===== src/rtl/lc3b_lsu_pkg.sv =====
// Shared types for the LC-3b load/store unit: memory op/size encodings and FSM states.
package lc3b_types;

  typedef enum logic {
    MEM_LOAD  = 1'b0,
    MEM_STORE = 1'b1
  } lc3b_mem_op;

  typedef enum logic {
    MEM_WORD = 1'b0,
    MEM_BYTE = 1'b1
  } lc3b_mem_size;

  typedef enum logic [1:0] {
    LSU_IDLE   = 2'd0,
    LSU_PTR    = 2'd1,
    LSU_ACCESS = 2'd2,
    LSU_DONE   = 2'd3
  } lc3b_lsu_state;

endpackage


===== src/rtl/lc3b_lsu_lane_align.sv =====
// Byte-lane steering for the LSU: load lane extract/zero-extend, store replicate and byte-enable decode.
module lsu_lane_align #(
  parameter  int WIDTH     = 16,
  localparam int BYTES     = WIDTH / 8,
  localparam int LANE_BITS = $clog2(BYTES)
) (
  input  logic [LANE_BITS-1:0] ld_lane,
  input  logic [WIDTH-1:0]     ld_word,
  output logic [WIDTH-1:0]     ld_data,
  input  logic [LANE_BITS-1:0] st_lane,
  input  logic [7:0]           st_byte,
  output logic [WIDTH-1:0]     st_data,
  output logic [BYTES-1:0]     st_be
);

  logic [7:0] ld_byte;

  assign ld_byte = ld_word[{ld_lane, 3'b000} +: 8];
  assign ld_data = {{(WIDTH-8){1'b0}}, ld_byte};
  assign st_data = {BYTES{st_byte}};
  assign st_be   = BYTES'(1) << st_lane;

endmodule


===== src/rtl/lc3b_lsu.sv =====
// LC-3b load/store unit: MAR/MDR, request FSM and handshaked memory port.
// Optional LDI/STI pointer fetch is built only when LSU_INDIRECT_EN is defined.
module lc3b_lsu
  import lc3b_types::*;
#(
  parameter int WIDTH      = 16,
  parameter int ADDR_WIDTH = 16
) (
  input  logic                  clk,
  input  logic                  reset,
  input  logic                  req,
  input  logic                  op,
  input  logic                  size,
  input  logic                  indirect,
  input  logic [ADDR_WIDTH-1:0] addr,
  input  logic [WIDTH-1:0]      wdata,
  output logic                  ready,
  output logic                  done,
  output logic [WIDTH-1:0]      rdata,
  output logic [ADDR_WIDTH-1:0] mem_address,
  output logic [WIDTH-1:0]      mem_wdata,
  output logic [WIDTH/8-1:0]    mem_byte_enable,
  output logic                  mem_read,
  output logic                  mem_write,
  input  logic                  mem_resp,
  input  logic [WIDTH-1:0]      mem_rdata
);

  localparam int BYTES     = WIDTH / 8;
  localparam int LANE_BITS = $clog2(BYTES);
  localparam logic [ADDR_WIDTH-1:0] LANE_MASK = ADDR_WIDTH'(BYTES - 1);

  lc3b_lsu_state state, state_next;
  lc3b_mem_op    op_q;
  lc3b_mem_size  size_q;
  logic [WIDTH-1:0]     wdata_q;
  logic [LANE_BITS-1:0] lane_q;

  lc3b_mem_op           acc_op;
  lc3b_mem_size         acc_size;
  logic [WIDTH-1:0]     acc_wdata;
  logic [ADDR_WIDTH-1:0] acc_addr;
  logic [ADDR_WIDTH-1:0] acc_eff_addr;
  logic [LANE_BITS-1:0] acc_lane;
  logic [BYTES-1:0]     acc_be;
  logic [WIDTH-1:0]     acc_mdr;
  logic [WIDTH-1:0]     ld_data, st_data;
  logic [BYTES-1:0]     st_be;

  logic go_ptr, start, start_ptr, ptr_done, start_access, access_done;

`ifdef LSU_INDIRECT_EN
  assign go_ptr   = indirect;
  assign ptr_done = (state == LSU_PTR) && mem_resp;
`else
  logic unused_indirect;
  assign unused_indirect = indirect;
  assign go_ptr          = 1'b0;
  assign ptr_done        = 1'b0;
`endif

  assign start        = (state == LSU_IDLE) && req;
  assign start_ptr    = start && go_ptr;
  assign start_access = (start && !go_ptr) || ptr_done;
  assign access_done  = (state == LSU_ACCESS) && mem_resp;

  // Access parameters come from the request port when starting, or from the
  // latched request plus the fetched pointer when leaving the pointer read.
  always_comb begin
    acc_op    = lc3b_mem_op'(op);
    acc_size  = lc3b_mem_size'(size);
    acc_wdata = wdata;
    acc_addr  = addr;
    if (state != LSU_IDLE) begin
      acc_op    = op_q;
      acc_size  = size_q;
      acc_wdata = wdata_q;
      acc_addr  = mem_rdata[ADDR_WIDTH-1:0];
    end
  end

  assign acc_lane     = acc_addr[LANE_BITS-1:0];
  assign acc_eff_addr = (acc_size == MEM_BYTE) ? acc_addr : (acc_addr & ~LANE_MASK);
  assign acc_be       = (acc_size == MEM_BYTE) ? st_be : '1;
  assign acc_mdr      = (acc_size == MEM_BYTE) ? st_data : acc_wdata;

  lsu_lane_align #(.WIDTH(WIDTH)) u_align (
    .ld_lane (lane_q),
    .ld_word (mem_rdata),
    .ld_data (ld_data),
    .st_lane (acc_lane),
    .st_byte (acc_wdata[7:0]),
    .st_data (st_data),
    .st_be   (st_be)
  );

  always_comb begin
    state_next = state;
    case (state)
      LSU_IDLE:   if (req) state_next = go_ptr ? LSU_PTR : LSU_ACCESS;
`ifdef LSU_INDIRECT_EN
      LSU_PTR:    if (mem_resp) state_next = LSU_ACCESS;
`endif
      LSU_ACCESS: if (mem_resp) state_next = LSU_DONE;
      LSU_DONE:   state_next = LSU_IDLE;
      default:    state_next = LSU_IDLE;
    endcase
  end

  // Memory-side outputs are registered at the edge that enters the state
  // using them, so they are valid for the whole state and stable across waits.
  always_ff @(posedge clk) begin
    if (reset) begin
      state           <= LSU_IDLE;
      op_q            <= MEM_LOAD;
      size_q          <= MEM_WORD;
      wdata_q         <= '0;
      lane_q          <= '0;
      mem_address     <= '0;
      mem_wdata       <= '0;
      mem_byte_enable <= '0;
      mem_read        <= 1'b0;
      mem_write       <= 1'b0;
      rdata           <= '0;
    end else begin
      state <= state_next;
      if (start) begin
        op_q    <= lc3b_mem_op'(op);
        size_q  <= lc3b_mem_size'(size);
        wdata_q <= wdata;
      end
      if (start_ptr) begin
        mem_address     <= addr & ~LANE_MASK;
        mem_byte_enable <= '1;
        mem_read        <= 1'b1;
        mem_write       <= 1'b0;
      end
      if (start_access) begin
        mem_address     <= acc_eff_addr;
        lane_q          <= acc_lane;
        mem_byte_enable <= acc_be;
        mem_read        <= (acc_op == MEM_LOAD);
        mem_write       <= (acc_op == MEM_STORE);
        if (acc_op == MEM_STORE) mem_wdata <= acc_mdr;
      end
      if (access_done) begin
        mem_read        <= 1'b0;
        mem_write       <= 1'b0;
        mem_byte_enable <= '0;
        if (op_q == MEM_LOAD) rdata <= (size_q == MEM_BYTE) ? ld_data : mem_rdata;
      end
    end
  end

  assign ready = (state == LSU_IDLE);
  assign done  = (state == LSU_DONE);

endmodule

===== config.mk =====
export PLATFORM = sky130hd
export DESIGN_NAME = lc3b_lsu
export DESIGN_NICKNAME = d
export VERILOG_FILES = /design/src/rtl/lc3b_lsu_pkg.sv /design/src/rtl/lc3b_lsu_lane_align.sv /design/src/rtl/lc3b_lsu.sv
export SDC_FILE = /design/constraint.sdc
export NUM_CORES = 1
export LEC_CHECK = 0
export ABC_AREA = 1
export BUFFER_PORTS_ARGS = -buffer_cell sky130_fd_sc_hd__buf_2
export CAP_MARGIN = 20
export CELL_PAD_IN_SITES_DETAIL_PLACEMENT = 0
export CELL_PAD_IN_SITES_GLOBAL_PLACEMENT = 1
export CORE_MARGIN = 4
export CORE_UTILIZATION = 37
export CTS_CLUSTER_DIAMETER = 200
export DETAILED_ROUTE_END_ITERATION = 16
export GPL_TIMING_DRIVEN = 0
export HOLD_SLACK_MARGIN = 0.06
export PLACE_DENSITY = 0.94
export SLEW_MARGIN = 15
export SYNTH_ARGS = -nofsm -noshare
export SYNTH_HDL_FRONTEND = slang
export SYNTH_SLANG_ARGS = --single-unit

===== constraint.sdc =====
create_clock -name clk -period 4.3 [get_ports clk]
set_clock_uncertainty 0.1 [all_clocks]
set_input_delay 0.215 -clock clk [delete_from_list [all_inputs] [get_ports clk]]
set_output_delay 0.215 -clock clk [all_outputs]
set_load 0.02 [all_outputs]

* Word level (Yosys, flattened, before mapping)
Index checks and enable logic that the tools add are counted.
Word-level totals: word-level logic and storage cells 38, bits in registers 73, input port bits 55, output and inout port bits 54
Operators by class: shifts and indexed selects 2, equality and inequality tests 4, reduce and logical (&&, ||, !) cells 8, bitwise logic cells 2, mux-type cells 11
Operator list (number):
- two-way mux 16 bit | 4
- indexed part select 16 x 5 -> 8 bit | 1
- two-way mux 2 bit | 3
- AND reduction 2 bit | 3
- equality test 2 bit (second input constant) | 2
- inequality test 2 bit (second input constant) | 2
- one-hot mux 2 bit (2 select lines) | 1
- two-way mux 1 bit | 3
- logical AND 1 bit | 2
- logical NOT 2 bit | 1
- inverter 1 bit | 2
- nonzero test 2 bit | 1
- OR reduction 2 bit | 1
- left shift 1 x 1 -> 2 bit (first input constant) | 1

* Logic depth before layout (Yosys ltp)
Gate-level depths: netlist of the first run.
depth in word-level cells 4, gate-level depth with buffers 9, gate-level depth less buffers 8

* Modules after synthesis
Synthesis of the first run repeated with hierarchy kept, for this count alone.
Second synthesis, totals: cells, all modules 553, area total of the unflattened synthesis 3661.0 µm²
By module, submodules not included:
- lc3b_lsu | seq. area each 1461.4 µm², cells an instance 500, area each 3360.7 µm², instances 1
- lsu_lane_align | seq. area each 0.0 µm², cells an instance 53, area each 300.3 µm², instances 1

* Worst setup path after synthesis of the first run
No wires, ideal clock.
path kind flip-flop to flip-flop, from register state[1], to register rdata[10], buffers on the path 2, arrival 1.116 ns, period minus slack after synthesis 1.332 ns, required time 4.084 ns, stages on the path, launching flop included 8, setup time 0.116 ns, setup slack 2.968 ns, cell sequence dfxtp_1 -> buf_6 -> inv_6 -> nor2_4 -> nand3b_4 -> buf_6 -> o21ai_0 -> nor2_1
Between the ends: longest elaborated chain between the ends 3
RTL lines:
- start: declaration | line lc3b_lsu.sv:33 | lc3b_lsu_state state, state_next;
- start signal: assignment | line lc3b_lsu.sv:126 | state <= state_next;
- equality test 2 bit | line lc3b_lsu.sv:65 | assign access_done = (state == LSU_ACCESS) && mem_resp;
- logical AND 1 bit | line lc3b_lsu.sv:65
- AND reduction 2 bit (no source line)
- end signal: assignment | line lc3b_lsu.sv:150 | if (op_q == MEM_LOAD) rdata <= (size_q == MEM_BYTE) ? ld_data : mem_rdata;
- end: declaration | line lc3b_lsu.sv:19 | output logic [WIDTH-1:0] rdata,
No other way between the ends. A chain may end at the register's enable or synchronous reset.

* Worst setup path after layout of the first run
from register state[0], to output port ready
Between the ends: longest elaborated chain between the ends 1
RTL lines:
- logical NOT 2 bit | line lc3b_lsu.sv:155 | assign ready = (state == LSU_IDLE);
- end: declaration | line lc3b_lsu.sv:17 | output logic ready,
No other way between the ends.

==> reports/qor.yml, run 1 <==
grt:
  antenna_found_initial: 0
  track_usage: 0.177
  grt_start_max_net_pins: 12
  grt_pass1_wl_um: 14400
  grt_pass1_vias: 3209
  grt_overflow: 0
timing:
  rsz0062_at_grt: "no"
  fin_crit_sh: 0.372
  drv_slew: 0
  slew_headroom: 0.679
  layout_min_cycle_time_ns: 1.60
  tns_ns: 0
  hold_viol_final: 0
  setup_viol: 0
  fmax_mhz: 626
  tightest_slew_ns: 0.482
synth:
  netlist_instances: 446
  synthDistinctLibCells: 22
  yosysSeqAreaShare: 0.467
  synth.top_cells.by_area: "dfxtp_1 47%, nand2_1 14%, nor2_1 11%, o21ai_0 8.6%, a21oi_1 4.8%"
  ys.flop_type: "dfxtp_1"
  syn_area_per_cell_um2: 7.02
  synth_edf_count: 0
  ys_seq_elements: 73
  syn_nets: 501
  netlist_area_um2: 3130
  synthArstFlopShare: 0
  synth.most_common_cell: "nand2_1"
  ys_warn_count: 0
  synth_top_area_share: 0.467
  yosysTopAreaCell: "dfxtp_1"
  synthTopCellsByCount: "114 x nand2_1, 92 x nor2_1, 73 x dfxtp_1"
worst_setup_path:
  path_class: "reg2out"
  cp_max_fo: 10
  start_kind: "flip-flop"
  worstSetupEndpointType: "primary output"
  arrival_ns: 1.28
  required_ns: 3.98
final_layout:
  final_nets: 646
  final_layout_size_suffix_gt1_frac: 0.249
  area_delta_synth_final_pct: 34.9
  diodes: 0
routing:
  wl_per_cell_um: 12.6
  routed_wl_um: 8790
  drc: 0
  drt_iter0_drc: 137
  vias: 3291
  vias_per_cell: 4.71
  ant_nets: 0
  drtPass1Iterations: 4
run_status:
  outcome: "complete, no violations"
clock_tree:
  cts_inserted_buffers: 9
  clock-sinks: 73
  max-clock-path-buffers: 2
  htreeDepth: 3
  cts_tree: "done"
  clk_latency_ns: 0.33
  cts.repair.resized: 0
  clk_pin_slew_worst_paths_ns: 0.07
  clock-root-buffer: "clkbuf_8"
floorplan:
  die_area_um2: 10000
  die_height_um: 100
  rows: 33
  initial_core_util: 0.381
  num_io_pins: 109
  core_um2: 8220
  die_w_um: 100
hold_path:
  hp-class: "in2reg"
pwr:
  p_total_mw: 1.55
  p_leak_nw: 2.12
  irDropWorstVdd_v: 0.000197
  power_density_nw_per_um2: 366
placement:
  place.gp.congestion: 0.807
  hpwlAfterDp_um: 6460
  numPortBuffers: 106
job:
  cap_violations: 0
[timing repair]
| action | in CTS | in global routing |
|---|---|---|
| hold endpoints to repair | 28 | 0 |
| setup buffers | 0 | 0 |
| hold buffers | 28 | 0 |
[logic make-up after synthesis]
logic type | Yosys count | share of synthesized area
compound gates | 90 | 0.145
simple gates | 225 | 0.296
buf+inv | 58 | 0.0919
flops | 73 | 0.467
[per-layer routing]
layer	global-route usage	vias to the layer above	part of all wire
met3	0.0361	8	0.065
met4	0.0539	0	0.010
met2	0.315	88	0.51
li1	-	1682	-
met5	0	-	0
met1	0.215	1513	0.42
[registers in the layout, indices dropped and copies added (netlist names)]
register         flops
lane_q               1
state                2
mem_write            1
rdata               16
mem_wdata           16
mem_read             1
mem_address         16
wdata_q             16
op_q                 1
size_q               1
mem_byte_enable      2
[power by group]
part / total (mW) / switching [mW] / internal (mW)
Clock: 0.440 / 0.239 / 0.200
Combinational: 0.350 / 0.216 / 0.134
Sequential: 0.755 / 0.0266 / 0.729
[final timing paths]
kind	from	end	slack, ns	cells after the start
worst max register to register	lane_q	rdata[2]	2.81	5
worst min register to register	mem_wdata[2]	mem_wdata[2]	0.36	2
worst min-delay path	wdata[5]	wdata_q[5]	0.08	3
worst max-delay path	state[0]	ready	2.70	3
[area by class of cell]
class | count | area [um^2]
buffer | 24 | 150
clock buffer | 10 | 128
clock inverter | 4 | 22.5
fill | 827 | 3990
inverter | 34 | 138
multi-input combinational | 315 | 1380
sequential | 73 | 1460
tap | 105 | 131
timing repair buffer | 134 | 811
[placed cells by master (no fill, tap or decap)]
| cell | count |
|---|---|
| clkbuf_8 | 9 |
| buf_2 | 114 |
| nand3b_4 | 1 |
| nor2_4 | 3 |
| nand3_1 | 9 |
| nand2_1 | 114 |
| inv_2 | 2 |
| o21ai_0 | 54 |
| clkinvlp_4 | 1 |
| o21ai_2 | 1 |
| o21ai_1 | 5 |
| nand2_4 | 4 |
| nor2_1 | 92 |
| clkbuf_1 | 9 |
| nand2_2 | 1 |
| inv_1 | 30 |
| dlygate4sd3_1 | 28 |
| buf_6 | 3 |
| buf_1 | 1 |
| inv_6 | 2 |
| a21oi_1 | 30 |
| buf_4 | 3 |
| buf_12 | 1 |
| clkinv_2 | 3 |
| nor3_1 | 1 |
| dfxtp_1 | 73 |
[critical path, cell delays in order, from the launching register on]
cell     delay [ns]
dfxtp_1        0.37
nor2_4         0.15
buf_2          0.24
buf_2          0.20
[metrics by stage]
step / hold WS (ns) / instance area (um^2) / cells / worst slack, ns / utilization
after floorplan: 0.258 / 3130 / 446 / 2.97 / -
after global routing: 0.0763 / 4220 / 699 / 2.64 / 0.514
final: 0.0759 / 4220 / 699 / 2.70 / 0.514
after CTS: 0.0636 / 4220 / 699 / 2.69 / 0.514
after detailed placement: 0.352 / 3790 / 657 / 2.83 / 0.462
after global placement: 0.348 / 3790 / 657 / 2.85 / 0.462
(Power assumes the default switching activity.)
==> inputs of run 2 (changes only) <==
--- a/config.mk
+++ b/config.mk
@@ -11,12 +11,12 @@
 export CELL_PAD_IN_SITES_DETAIL_PLACEMENT = 0
 export CELL_PAD_IN_SITES_GLOBAL_PLACEMENT = 1
 export CORE_MARGIN = 4
-export CORE_UTILIZATION = 37
+export CORE_UTILIZATION = 34
 export CTS_CLUSTER_DIAMETER = 200
 export DETAILED_ROUTE_END_ITERATION = 16
 export GPL_TIMING_DRIVEN = 0
 export HOLD_SLACK_MARGIN = 0.06
-export PLACE_DENSITY = 0.94
+export PLACE_DENSITY = 0.88
 export SLEW_MARGIN = 15
 export SYNTH_ARGS = -nofsm -noshare
 export SYNTH_HDL_FRONTEND = slang
==> constraint.sdc (replaced) <==
create_clock -name clk -period 1.61 [get_ports clk]
set_clock_uncertainty 0.1 [all_clocks]
set_input_delay 0.0805 -clock clk [delete_from_list [all_inputs] [get_ports clk]]
set_output_delay 0.0805 -clock clk [all_outputs]
set_load 0.02 [all_outputs]
==> run 2 against run 1 <==
  * Sequential power increased to 2.7 times the previous value
  * Global-route usage down 0.33 points
  * Largest power group unchanged
  * First-iteration DRC count fell by 36%
  * Via count is essentially flat
  * Total power rose to 2.9 times the previous value
  * Routed wire length rose by 6.5%
  * Critical path depth is the same
  * Core utilization decreased by 0.60 points
==> reports/qor.yml, run 2 (synthesis results as in run 1) <==
grt:
  met3_usage: 0.0372  # was 0.0361
  track_usage: 0.174  # was 0.177
  grt_pass1_vias: 3349  # was 3,209
  use_met1: 0.207  # was 0.215
  grt_pass1_wl_um: 15600  # was 14,400 um
  antenna_found_initial: 0  # unchanged
  grt-busiest-layer: "met2"  # unchanged
  grt_overflow: 0  # unchanged
  use_met2: 0.304  # was 0.315
  grt_start_max_net_pins: 12  # unchanged
worst_setup_path:
  cp_max_fo: 10  # unchanged
  critPathBufInv: 2  # unchanged
  arrival_ns: 1.34  # was 1.28 ns
  rrSetupSlack_ns: 0.13  # was 2.81 ns
  crit_family: "buffers and inverters"  # unchanged
  start_kind: "flip-flop"  # unchanged
  path_class: "reg2out"  # unchanged
  crit_path_max_incr_delay_ns: 0.37  # about the same
  critical_path.slowest_cell: "dfxtp_1"  # unchanged
  cp_common_cell: "buf_2"  # unchanged
  cp_cell_sequence: "nor2_4 -> buf_2 -> buf_2"  # unchanged
  worstSetupEndpointType: "primary output"  # unchanged
  required_ns: 1.43  # was 3.98 ns
pwr:
  power_density_nw_per_um2: 1010  # was 366 nW/um^2
  p_leak_nw: 2.24  # was 2.12 nW
  irDropWorstVdd_v: 0.000478  # was 0.000197 V
final_layout:
  nFillCells: 895  # was 827
  final_cell_mix: "114 x buf_2, 114 x nand2_1, 92 x nor2_1"  # unchanged
  area_delta_synth_final_pct: 43.5  # was 34.9%
  regArea_um2: 1460  # unchanged
  final_nets: 666  # was 646
  final_cells: 723  # was 699
  final_layout_size_suffix_gt1_frac: 0.242  # was 0.249
  diodes: 0  # unchanged
  multi_input_area_um2: 1380  # unchanged
timing:
  fmax_mhz: 658
  tns_ns: 0  # unchanged
  rsz0062_at_grt: "no"  # unchanged
  setup_viol: 0  # unchanged
  hold_viol_final: 0  # unchanged
  slew_headroom: 0.677  # was 0.679
  tightest_slew_ns: 0.485  # was 0.482 ns
  drv_slew: 0  # unchanged
  fin_crit_sh: 0.944
  layout_min_cycle_time_ns: 1.52
floorplan:
  die_height_um: 104  # was 100 um
  core_um2: 8850  # was 8220 um^2
  die_w_um: 104  # was 100 um
  initial_core_util: 0.354  # was 0.381
  die_area_um2: 10800  # was 10,000 um^2
  rows: 34  # was 33
  num_io_pins: 109  # unchanged
routing:
  wl_per_cell_um: 13.0  # was 12.6 um
  ant_nets: 0  # unchanged
  drc: 0  # unchanged
  drt_iter0_drc: 88  # was 137
  drtPass1Iterations: 4  # unchanged
  vias: 3290  # was 3,291
  vias_per_cell: 4.55  # was 4.71
  routed_wl_um: 9370  # was 8790 um
placement:
  hpwlAfterDp_um: 6680  # was 6460 um
  dp.cells: 660  # was 657
  place.gp.congestion: 0.849  # was 0.807
  numPortBuffers: 106  # unchanged
clock_tree:
  cts_tree: "done"  # unchanged
  post_cts_buffers: 0  # unchanged
  clk_pin_slew_worst_paths_ns: 0.08  # was 0.07 ns
  clk_latency_ns: 0.34  # was 0.33 ns
  cts_inserted_buffers: 9  # unchanged
  clock-root-buffer: "clkbuf_8"  # unchanged
  max-clock-path-buffers: 2  # unchanged
  clock-sinks: 73  # unchanged
  htreeDepth: 3  # unchanged
run_status:
  outcome: "complete, no violations"  # unchanged
job:
  cap_violations: 0  # unchanged
hold_path:
  hp-class: "in2reg"  # unchanged
[run 2: where the power goes]
group / internal, mW / total (mW) / switching [mW]
logic: 0.391 / 0.983 / 0.593
clock network: 0.906 / 1.55 / 0.646
registers: 1.95 / 2.02 / 0.0707
total: 3.24 / 4.55 / 1.31
[run 2: final timing paths]
kind                              startpoint            end  depth (start not counted)
worst max register to register      state[1]       rdata[8]                          7
worst min register to register  mem_wdata[2]   mem_wdata[2]                          2
worst min-delay path                      op  mem_wdata[12]                          5
worst max-delay path                state[0]          ready                          3
[run 2: repair_timing]
action,4_1_cts,5_1_grt
hold buffers,49,0
endpoints found under the setup margin,0,4
hold endpoints to repair,65,0
gates resized for setup,0,3
[run 2: metal layers]
metal	routed length (um)	share of wire
met1	4230	0.45
met2	4470	0.48
met3	526	0.056
met4	137	0.015
met5	0	0
[run 2: layout make-up]
cell class	instances	share of cell area
buffer	23	0.0328
clock buffer	12	0.0323
multi-input combinational	315	0.308
tap	108	0.0301
sequential	73	0.325
timing repair buffer	155	0.227
clock inverter	3	0.0145
inverter	34	0.0306
[run 2: per-stage QoR]
step	cell area [um^2]	hold WS [ns]	setup WS, ns	util	power (mW)
floorplan	3130	0.123	0.278	-	2.64
global placement	3800	0.230	0.153	0.429	2.93
detailed placement	3800	0.237	0.126	0.429	2.95
CTS	4500	0.0632	0.0930	0.508	4.59
global route	4500	0.0982	0.00665	0.508	4.78
finish	4500	0.0718	0.0897	0.508	4.55
[run 2: worst reg2reg max path, delay by kind of cell, from the launching register on]
kind,cells,cell delay (ns)
buffers and inverters,3,0.41
DFF,1,0.39
and+or+nand+nor,3,0.33
AOI/OAI and AO/OA,1,0.15
==> inputs of run 3 (changes only) <==
--- a/config.mk
+++ b/config.mk
@@ -14,9 +14,9 @@
 export CORE_UTILIZATION = 34
 export CTS_CLUSTER_DIAMETER = 200
 export DETAILED_ROUTE_END_ITERATION = 16
-export GPL_TIMING_DRIVEN = 0
 export HOLD_SLACK_MARGIN = 0.06
-export PLACE_DENSITY = 0.88
+export PLACE_DENSITY_LB_ADDON = 0.1
+export RECOVER_POWER = 100
 export SLEW_MARGIN = 15
 export SYNTH_ARGS = -nofsm -noshare
 export SYNTH_HDL_FRONTEND = slang
==> run 3 against run 2 <==
  * Die area stayed put
  * Routed wire length up 0.58%
  * Via count is 1.0% lower
  * Sequential cell count unchanged
  * Clock-buffer cell count is the same
  * Critical path depth rose by 4
  * Maximum frequency rose by 1.2%
  * Sequential share of layout area up 1.1 points
  * Hold slack better by 0.011 ns
  * Critical path type is now reg2reg
  * Critical endpoint is now rdata[9]
  * Largest power group unchanged
==> reports/qor.yml, run 3 (synthesis results as in run 1) <==
placement:
  pre_cts_slack_ns: 0.0676  # was 0.126 ns
  dp.cells: 649  # was 660
  hpwlAfterDp_um: 6370  # was 6680 um
  placed_area_um2: 3740  # was 3800 um^2
  numPortBuffers: 107  # was 106
  place.gp.congestion: 0.742  # was 0.849
final_layout:
  final_cells: 717  # was 723
  area_delta_synth_final_pct: 39.0  # was 43.5%
  final_nets: 659  # was 666
  final_cell_mix: "114 x nand2_1, 92 x nor2_1, 73 x dfxtp_1"  # was 114 x buf_2, 114 x nand2_1, 92 x nor2_1
  layout_commonest_cell: "nand2_1"
  final_layout_size_suffix_gt1_frac: 0.154  # was 0.242
  fin_area_um2: 4350  # was 4500 um^2
  diodes: 0  # unchanged
routing:
  vias_per_cell: 4.54  # was 4.55
  routed_wl_um: 9420  # was 9370 um
  drc: 0  # unchanged
  drtPass1Iterations: 4  # unchanged
  drt_iter0_drc: 119  # was 88
  vias: 3256  # was 3,290
  ant_nets: 0  # unchanged
  wl_per_cell_um: 13.1  # was 13.0 um
pwr:
  p_sw_frac: 0.313  # was 0.288
  p_leak_nw: 1.99  # was 2.24 nW
  clkPwrFrac: 0.287  # was 0.341
  power_density_nw_per_um2: 956  # was 1010 nW/um^2
  seqPwrFrac: 0.485  # was 0.443
  power.internal_mw: 2.86  # was 3.24 mW
  irDropWorstVdd_v: 0.000522  # was 0.000478 V
  p_switching_mw: 1.30  # was 1.31 mW
  p_comb_frac: 0.229  # was 0.216
timing:
  layout_min_cycle_time_ns: 1.50  # was 1.52 ns
  fmax_mhz: 665  # was 658 MHz
  slew_headroom: 0.707  # was 0.677
  rsz0062_at_grt: "yes"  # was no
  tightest_slew_ns: 0.439  # was 0.485 ns
  drv_slew: 0  # unchanged
  fin_crit_sh: 0.933  # was 0.944
  tns_ns: 0  # unchanged
  setup_viol: 0  # unchanged
  hold_ws_ns: 0.0828  # was 0.0718 ns
  hold_viol_final: 0  # unchanged
  setup_slack_ns: 0.107  # was 0.0897 ns
worst_setup_path:
  worst-r2r-cell-count: 7  # unchanged
  crit_path_max_incr_delay_ns: 0.37  # about the same
  start_kind: "flip-flop"  # unchanged
  required_ns: 1.78  # was 1.43 ns
  critical_path.slowest_cell: "dfxtp_1"  # unchanged
  cp_max_fo: 17  # was 10
  arrival_ns: 1.67  # was 1.34 ns
  critPathBufInv: 3  # was 2
  worstSetupEndpointType: "flip-flop"  # was primary output
  path_class: "reg2reg"  # was reg2out
  timing.rr.start: "state[1]"  # unchanged
  rrSetupSlack_ns: 0.11  # was 0.13 ns
  crit_family: "simple AND/OR/NAND/NOR gates"  # was buffers and inverters
  cp_cell_sequence: "buf_4 -> inv_6 -> nor2_4 -> nand3b_4 -> inv_6 -> nor2_1 -> nor2_1"  # was nor2_4 -> buf_2 -> buf_2
  r2r-end: "rdata[9]"  # was rdata[8]
  cp_num_cells: 7  # was 3
grt:
  track_usage: 0.177  # was 0.174
  grt_overflow: 0  # unchanged
  antenna_found_initial: 0  # unchanged
  grt_pass1_vias: 3251  # was 3,349
  grt_start_max_net_pins: 28  # was 12
  grt_pass1_wl_um: 15900  # was 15,600 um
clock_tree:
  clk_pin_slew_worst_paths_ns: 0.07  # was 0.08 ns
  htreeDepth: 3  # unchanged
  clock-root-buffer: "clkbuf_8"  # unchanged
  clk_latency_ns: 0.33  # was 0.34 ns
  clock-sinks: 73  # unchanged
  max-clock-path-buffers: 2  # unchanged
  cts_tree: "done"  # unchanged
  cts_inserted_buffers: 9  # unchanged
floorplan:
  core_um2: 8850  # unchanged
  rows: 34  # unchanged
  die_w_um: 104  # unchanged
  num_io_pins: 109  # unchanged
  die_height_um: 104  # unchanged
  initial_core_util: 0.354  # unchanged
  die_area_um2: 10800  # unchanged
hold_path:
  hp-class: "in2reg"  # unchanged
  hold_start: "mem_rdata[10]"  # was op
  min_path_cells: 5  # unchanged
  hold_end: "rdata[10]"  # was mem_wdata[12]
run_status:
  outcome: "complete, no violations"  # unchanged
job:
  cap_violations: 0  # unchanged
[run 3: changes by cell type in the layout (fill, tap and decap cells not counted), moves of 2 or more]
| cell | delta |
|---|---|
| buf_2 | -61 |
| clkbuf_1 | +49 |
| buf_4 | +6 |
| buf_6 | -3 |
| clkinv_2 | +3 |
| bufinv_16 | -2 |
| clkbuf_2 | +2 |
[run 3: worst register-to-register path, cell delays in order, from the launching register on]
cell      delay (ns)
dfxtp_1         0.37
buf_4           0.21
inv_6           0.05
nor2_4          0.12
nand3b_4        0.22
inv_6           0.21
nor2_1          0.06
nor2_1          0.10
[run 3: layer usage]
layer  vias to the layer above  GRT usage  wire, um
met5                         -          0         0
li1                       1710          -         -
met2                        89      0.292      4430
met1                      1446      0.227      4290
met3                        11     0.0497       593
met4                         0     0.0503       109
[run 3: timing repair]
item	CTS	global route
hold buffers	50	0
gates resized for setup	0	2
buffers inserted	0	2
endpoints found under the hold margin	56	0
endpoints found under the setup margin	0	53
[run 3: worst max path at each step]
stage	slack (ns)	to	startpoint
after floorplan	0.28	rdata[10]	state[1]
after global placement	0.1	mem_wdata[10]	state[1]
after detailed placement	0.07	mem_wdata[15]	state[1]
after CTS	0.04	mem_wdata[15]	state[1]
after global routing	-0.01	rdata[8]	state[1]
final	0.11	rdata[9]	state[1]
[run 3: cell type report]
cell class / instances / area (um^2)
tap: 108 / 135
clock buffer: 12 / 135
fill: 956 / 4500
timing repair buffer: 171 / 1080
multi-input combinational: 315 / 1380
clock inverter: 4 / 20.0
inverter: 34 / 140
sequential: 73 / 1460
[run 3: power groups by stage]
stage | clock network [mW] | logic [mW] | registers, mW
after floorplan | 0 | 0.465 | 2.17
after global placement | 0 | 0.876 | 2.05
after detailed placement | 0 | 0.880 | 2.06
after CTS | 1.25 | 0.976 | 2.01
after global routing | 1.33 | 1.07 | 2.03
final | 1.19 | 0.951 | 2.02
[run 3: per-stage QoR]
step,util,power (mW)
final,0.492,4.16
after global routing,0.492,4.43
after CTS,0.497,4.24
after detailed placement,0.423,2.94
after global placement,0.423,2.93
after floorplan,-,2.64
